$ cat src/rtl/ictlb_fwd_arb.sv
// ICTLB forward-port arbiter: core PC requests win over prefetches, a starvation
// counter forces a waiting prefetch through, and a 2-entry FIFO absorbs downstream retry.
module ictlb_fwd_arb #(
    parameter int CoreIdBits = 5,
    parameter int PfMaxWait  = 4
) (
    input  logic                  clk,
    input  logic                  reset,
    input  logic                  pc_valid,
    output logic                  pc_retry,
    input  logic [CoreIdBits-1:0] pc_coreid,
    input  logic [10:0]           pc_laddr,
    input  logic                  pf_valid,
    output logic                  pf_retry,
    input  logic                  pf_l2,
    input  logic [10:0]           pf_laddr,
    output logic                  fwd_valid,
    input  logic                  fwd_retry,
    output logic [CoreIdBits-1:0] fwd_coreid,
    output logic                  fwd_prefetch,
    output logic                  fwd_fault,
    output logic [10:0]           fwd_hpaadr,
    output logic [2:0]            fwd_ppaadr
);

    localparam int                    StarveBits = $clog2(PfMaxWait + 1);
    localparam logic [StarveBits-1:0] StarveMax  = StarveBits'(PfMaxWait);

    typedef enum logic [1:0] {
        GNT_NONE,
        GNT_CORE,
        GNT_PF
    } gnt_e;

    typedef struct packed {
        logic [CoreIdBits-1:0] coreid;
        logic                  prefetch;
        logic [10:0]           laddr;
    } entry_t;

    entry_t                mem [2];
    entry_t                push_entry;
    entry_t                head;
    logic [1:0]            count;
    logic                  wr_ptr;
    logic                  rd_ptr;
    logic [StarveBits-1:0] starve;
    gnt_e                  gnt;
    logic                  full;
    logic                  pfw;
    logic                  push;
    logic                  pop;

    // full comes from registered count only, so fwd_retry never reaches pc/pf_retry
    assign full = (count == 2'd2);
    assign pfw  = pf_valid & ~pf_l2;
    assign push = (gnt != GNT_NONE);
    assign pop  = fwd_valid & ~fwd_retry;

    always_comb begin
        gnt = GNT_NONE;
        if (!full) begin
            if (pc_valid && (!pfw || starve < StarveMax)) begin
                gnt = GNT_CORE;
            end else if (pfw) begin
                gnt = GNT_PF;
            end
        end
    end

    always_comb begin
        pc_retry = pc_valid & (gnt != GNT_CORE);
        pf_retry = pfw & (gnt != GNT_PF);
    end

    always_comb begin
        push_entry.coreid   = pc_coreid;
        push_entry.prefetch = 1'b0;
        push_entry.laddr    = pc_laddr;
        if (gnt == GNT_PF) begin
            push_entry.coreid   = '0;
            push_entry.prefetch = 1'b1;
            push_entry.laddr    = pf_laddr;
        end
    end

    always_ff @(posedge clk or negedge reset) begin
        if (!reset) begin
            count  <= '0;
            wr_ptr <= 1'b0;
            rd_ptr <= 1'b0;
            for (int unsigned i = 0; i < 2; i++) begin
                mem[i] <= '0;
            end
        end else begin
            if (push) begin
                mem[wr_ptr] <= push_entry;
                wr_ptr      <= ~wr_ptr;
            end
            if (pop) begin
                rd_ptr <= ~rd_ptr;
            end
            unique case ({push, pop})
                2'b10:   count <= count + 2'd1;
                2'b01:   count <= count - 2'd1;
                default: count <= count;
            endcase
        end
    end

    always_ff @(posedge clk or negedge reset) begin
        if (!reset) begin
            starve <= '0;
        end else if (gnt == GNT_PF) begin
            starve <= '0;
        end else if (gnt == GNT_CORE && pfw && starve < StarveMax) begin
            starve <= starve + StarveBits'(1);
        end
    end

    // Payload is gated so it reads zero whenever no entry is presented
    always_comb begin
        head         = mem[rd_ptr];
        fwd_valid    = (count != 2'd0);
        fwd_coreid   = fwd_valid ? head.coreid : '0;
        fwd_prefetch = fwd_valid & head.prefetch;
        fwd_fault    = 1'b0;
        fwd_hpaadr   = fwd_valid ? head.laddr : '0;
        fwd_ppaadr   = fwd_valid ? head.laddr[2:0] : '0;
    end

endmodule

$ cat config.mk
export PLATFORM = sky130hd
export DESIGN_NAME = ictlb_fwd_arb
export DESIGN_NICKNAME = d
export VERILOG_FILES = /design/src/rtl/ictlb_fwd_arb.sv
export SDC_FILE = /design/constraint.sdc
export NUM_CORES = 1
export LEC_CHECK = 0
export CORE_AREA = 2 2 68 70
export CTS_BUF_LIST = sky130_fd_sc_hd__clkbuf_4 sky130_fd_sc_hd__clkbuf_8
export DETAILED_ROUTE_END_ITERATION = 10
export DIE_AREA = 0 0 70 72
export PLACE_DENSITY = 0.8
export SKIP_LAST_GASP = 1
export SYNTH_ARGS = -nofsm -noshare
export SYNTH_HDL_FRONTEND = slang
export SYNTH_SLANG_ARGS = --single-unit
export TNS_END_PERCENT = 50
$ cat constraint.sdc
create_clock -name clk -period 2.51 [get_ports clk]
set_input_delay 0.753 -clock clk [delete_from_list [all_inputs] [get_ports clk]]
set_output_delay 0.753 -clock clk [all_outputs]
set_load 0.1 [all_outputs]
### Word-level counts from Yosys, hierarchy flattened

Cells that the tools add are included.

* bits in registers: 41
* input bits: 33
* output and inout port bits: 24
* word-level logic and storage cells: 61

* add/sub/neg operators: 3
* order comparisons: 4
* equality and inequality tests: 7
* mux-type cells: 16
* bitwise logic cells: 11
* reductions and logical operators: 10

Operators with widths (number)
* 17-bit 2-to-1 mux: 5
* 34-bit bitwise mux: 1
* 17-bit demux with 1-bit select: 1
* 11-bit 2-to-1 mux: 1
* 3-bit 2-to-1 mux: 3
* 2-bit nonzero test: 4
* 2-bit == test, second input constant: 3
* 2-bit 2-to-1 mux: 3
* 1-bit AND: 5
* 5-bit 2-to-1 mux: 1
* 2-bit by 1-bit == test with 1-bit output, second input constant: 2
* 2-bit >= comparator, second input constant: 2
* 1-bit logical AND: 4
* 1-bit NOT: 4
* 1-bit NOT with 2-bit output: 2
* 2-bit one-hot mux with 2 select lines: 1
* 3-bit by 1-bit adder with 3-bit output, second input constant: 1
* 3-bit < comparator, second input constant: 1
* 2-bit by 1-bit adder with 2-bit output, second input constant: 1
* 2-bit by 1-bit < comparator with 1-bit output, second input constant: 1
* 2-bit by 1-bit inequality test with 1-bit output, second input constant: 1
* 2-bit inequality test, second input constant: 1
* 2-bit by 1-bit subtractor with 2-bit output, second input constant: 1
* 1-bit logical NOT: 1
* 1-bit logical OR: 1

### Longest topological paths before layout

* depth in word-level cells: 12
* gate-level depth with buffers: 7
* depth with buffers taken out: 6

### Worst setup path after synthesis

OpenSTA, ideal clock, no wires.

* kind: reg2out
* start point: register rd_ptr
* end point: output port fwd_ppaadr[2]
* arrival: 2692 ps
* data required time: 1757 ps
* path slack: -935 ps
* stages on the path, launching flop included: 6
* path buffers: 3
* path through: dfrtp_1 -> buf_2 -> buf_2 -> mux2i_1 -> nor2_1 -> buf_4

* cells in the longest elaborated chain, start to end: 5

Ends and longest elaborated chain
* start: declaration: RTL line 46 `logic rd_ptr;`
* start signal: assignment: RTL line 101 `rd_ptr <= ~rd_ptr;`
* 1-bit NOT with 2-bit output (not written as such): RTL line 123 `head = mem[rd_ptr];`
* 17-bit 2-to-1 mux (not written as such) (3 in a row): RTL line 123
* 3-bit 2-to-1 mux: RTL line 129 `fwd_ppaadr = fwd_valid ? head.laddr[2:0] : '0;`
* end: declaration: RTL line 23 `output logic [2:0] fwd_ppaadr`

No other way between the ends. The select of a mux whose other input is x is not followed.

### Worst setup path in the final report

* start point: input port pc_valid
* end point: output port pf_retry

* cells in the longest elaborated chain, start to end: 5

Ends and longest elaborated chain
* start: declaration: RTL line 9 `input logic pc_valid,`
* 1-bit logical AND: RTL line 63 `if (pc_valid && (!pfw || starve < StarveMax)) begin`
* 2-bit 2-to-1 mux: RTL line 63
* 2-bit 2-to-1 mux: RTL line 62 `if (!full) begin`
* 2-bit inequality test: RTL line 73 `pf_retry = pfw & (gnt != GNT_PF);`
* 1-bit AND: RTL line 73
* end: declaration: RTL line 14 `output logic pf_retry,`

No other way between the ends.

==> flow_metrics.tcl <==
set metrics [dict create \
    status "finished clean" \
    die_h_um 72 \
    hold_viol 0 \
    antenna_found_initial 0 \
    port_buffers 55 \
    synth_compound_area_frac 0.118 \
    rows 24 \
    grt_max_degree 42 \
    io_pins 57 \
    cp-start-kind "input port" \
    cts_buffer_depth 2 \
    coreArea_sq_um 4260 \
    hold_path_depth 2 \
    vias_per_cell 5.13 \
    synthMuxAreaShare 0.138 \
    cp_cell_sequence "clkdlybuf4s50_1, nand2b_1, a21oi_4, buf_12" \
    highest_layer "met4" \
    cts_tree "done" \
    syn_inst 215 \
    htree_levels 2 \
    drt-total-wl_mm 4.39 \
    criticalPathCategory "in -> out" \
    slew_headroom 0.398 \
    worstPathArrival_ns 1.75 \
    whs_endpoint "mem[15]$_DFFE_PN0P_" \
    r2r-end "count[1]$_DFFE_PN0P_" \
    crit_fanout 3 \
    r2r_setup_slack_ns 0.67 \
    numCtsBuffers 5 \
    wl_met2_mm 2.20 \
    start_util 0.477 \
    max-cap-violations 0 \
    layout-drive-gt1-share 0.230 \
    finalSetupViolations 0 \
    post-route-min-period_ns 2.51 \
    grt_pass1_wl_mm 7.65 \
    synth_seq_cells 41 \
    nets 312 \
    drcViolationCount 0 \
    antenna_left 0 \
    grt_pass1_vias 1687 \
    area_growth_pct 52.9 \
    drt-met1-wl_mm 1.89 \
    synth_xor_xnor_area_share 0.0172 \
    routed-wl-met3_um 230 \
    synth_top_family_by_area "simple AND/OR/NAND/NOR gates" \
    avgSynthCellArea_sq_um 9.45 \
    cts_root_buffer "clkbuf_8" \
    crit_slowest_cell "clkdlybuf4s50_1" \
    yosys.area_share.adder 0.0123 \
    slowest_delay_ns 0.51 \
    period_share 0.999 \
    endpoint_kind "output port" \
    worstHoldStart "mem[15]$_DFFE_PN0P_" \
    ys_types 22 \
    slew_violations 0 \
    layout.cells.non_filler 330 \
    yosys.area_share.simple 0.151 \
    hold_class "reg -> reg" \
    r2r-start "count[0]$_DFFE_PN0P_" \
    die-area_sq_um 5040 \
    rsz0062_at_grt "true" \
    vias 1693 \
    die_w_um 70 \
    syn_area_sq_um 2030 \
    fmax_mhz 399 \
    drt_iter0_markers 90 \
    hold_buffers 0 \
    required_ns 1.76 \
    placed_cells 320 \
    drt_pass1_iterations 4 \
    clk_latency_ns 0.29 \
    dp_hpwl_mm 3.30 \
    syn_nets 250 \
    yosys_warnings 0 \
    cts.sinks 41 \
    worst_pin_slew_ns 0.904 \
    r2r.worst_path.cells 5 \
    place_congestion 0.782 \
    overflow 0 \
    antenna_cells 0 \
    grt_util_all_layers 0.193 \
    avgRoutedWirePerCell_um 13.3 \
    yosysSeqAreaShare 0.505 \
    fin_worst_skew_ns 0.00755 \
    clkTransAtPathRegs_ns 0.07 \
]
## state kept, by name, summed over array words and instances (netlist names)
signal	cells
mem	34
starve	3
count	2
rd_ptr	1
wr_ptr	1
## worst max-delay path by stage
stage	endpoint	startpoint	slack, ns
after floorplan	fwd_coreid[3]	rd_ptr$_DFFE_PN0P_	-0.41
after global placement	pc_retry	pf_valid	-0.12
after detailed placement	pc_retry	pf_valid	-0.15
after CTS	pc_retry	pf_l2	-0.02
after global routing	pf_retry	pc_valid	-0.02
final	pf_retry	pc_valid	0.002
## cells in the mapped netlist
cell       n  area share
nor2_1    42       0.078
dfrtp_1   41        0.50
mux2i_1   28        0.14
a21oi_1   24       0.059
nand2_1   24       0.044
o21ai_0   16       0.039
buf_2      5       0.012
buf_4      5       0.018
clkbuf_1   5      0.0092
inv_1      3      0.0055
nand2b_1   3      0.0092
a211oi_2   2       0.012
buf_6      2       0.011
ha_1       2       0.012
nand4_1    2      0.0062
nor2b_1    2      0.0062
o211ai_1   2      0.0074
xnor2_1    2      0.0086
xor2_1     2      0.0086
conb_1     1      0.0018
nand3_1    1      0.0025
nand3_2    1      0.0049
## cells by family after synthesis
group | count (synthesis)
buffers and inverters | 20
adders and majority gates | 2
other | 1
xor gates and xnor gates | 4
muxes | 28
DFF | 41
AOI/OAI and AO/OA | 44
and+or+nand+nor | 75
## cell type report
| class | instances | area (sq um) |
|---|---|---|
| clock buffers | 6 | 76.3 |
| clock inverters | 2 | 10.0 |
| fillers | 309 | 1160 |
| inverters | 3 | 11.3 |
| multi-input cells | 154 | 963 |
| flip-flops and latches | 41 | 1030 |
| well taps | 52 | 65.1 |
| repair buffers | 72 | 955 |
## stage by stage
step / util / setup slack [ns] / cell area, sq um / hold slack, ns / setup TNS [ns]
after global placement: 0.700 / -0.118 / 2990 / 0.460 / -0.118
final: 0.729 / 0.00218 / 3110 / 0.482 / 0
after floorplan: - / -0.415 / 2080 / 0.449 / -3.20
after detailed placement: 0.700 / -0.155 / 2990 / 0.475 / -0.155
after global routing: 0.729 / -0.0163 / 3110 / 0.521 / -0.0163
after CTS: 0.728 / -0.0182 / 3100 / 0.491 / -0.0182
## layout by cell type, fill, tap and decap left out, drive strengths merged, types with 3 or more instances in the layout
cell type	instances
buf	41
nor2	42
inv	3
dfrtp	41
mux2i	28
clkdlybuf4s50	29
o21ai	16
nand2b	3
a21oi	24
clkbuf	6
nand2	24
## routing by layer
metal / GRT usage / up-vias
met1: 0.237 / 796
met4: 0.0620 / 0
met2: 0.332 / 50
met5: 0 / -
li1: - / 838
met3: 0.0556 / 9
## worst max-delay path, delay by kind of cell
kind            cells  cell delay (ns)
compound gates      1             0.18
buf+inv             2             0.70
simple gates        1             0.12
## repair_timing
item	CTS	global route
buffers inserted	2	0
gates resized for setup	5	1
pin swaps	1	0
setup endpoints to repair	1	2
Power is left out: the tool's default activity adds up to more than one toggle a clock period on the data nets, which glitch-free logic cannot reach.
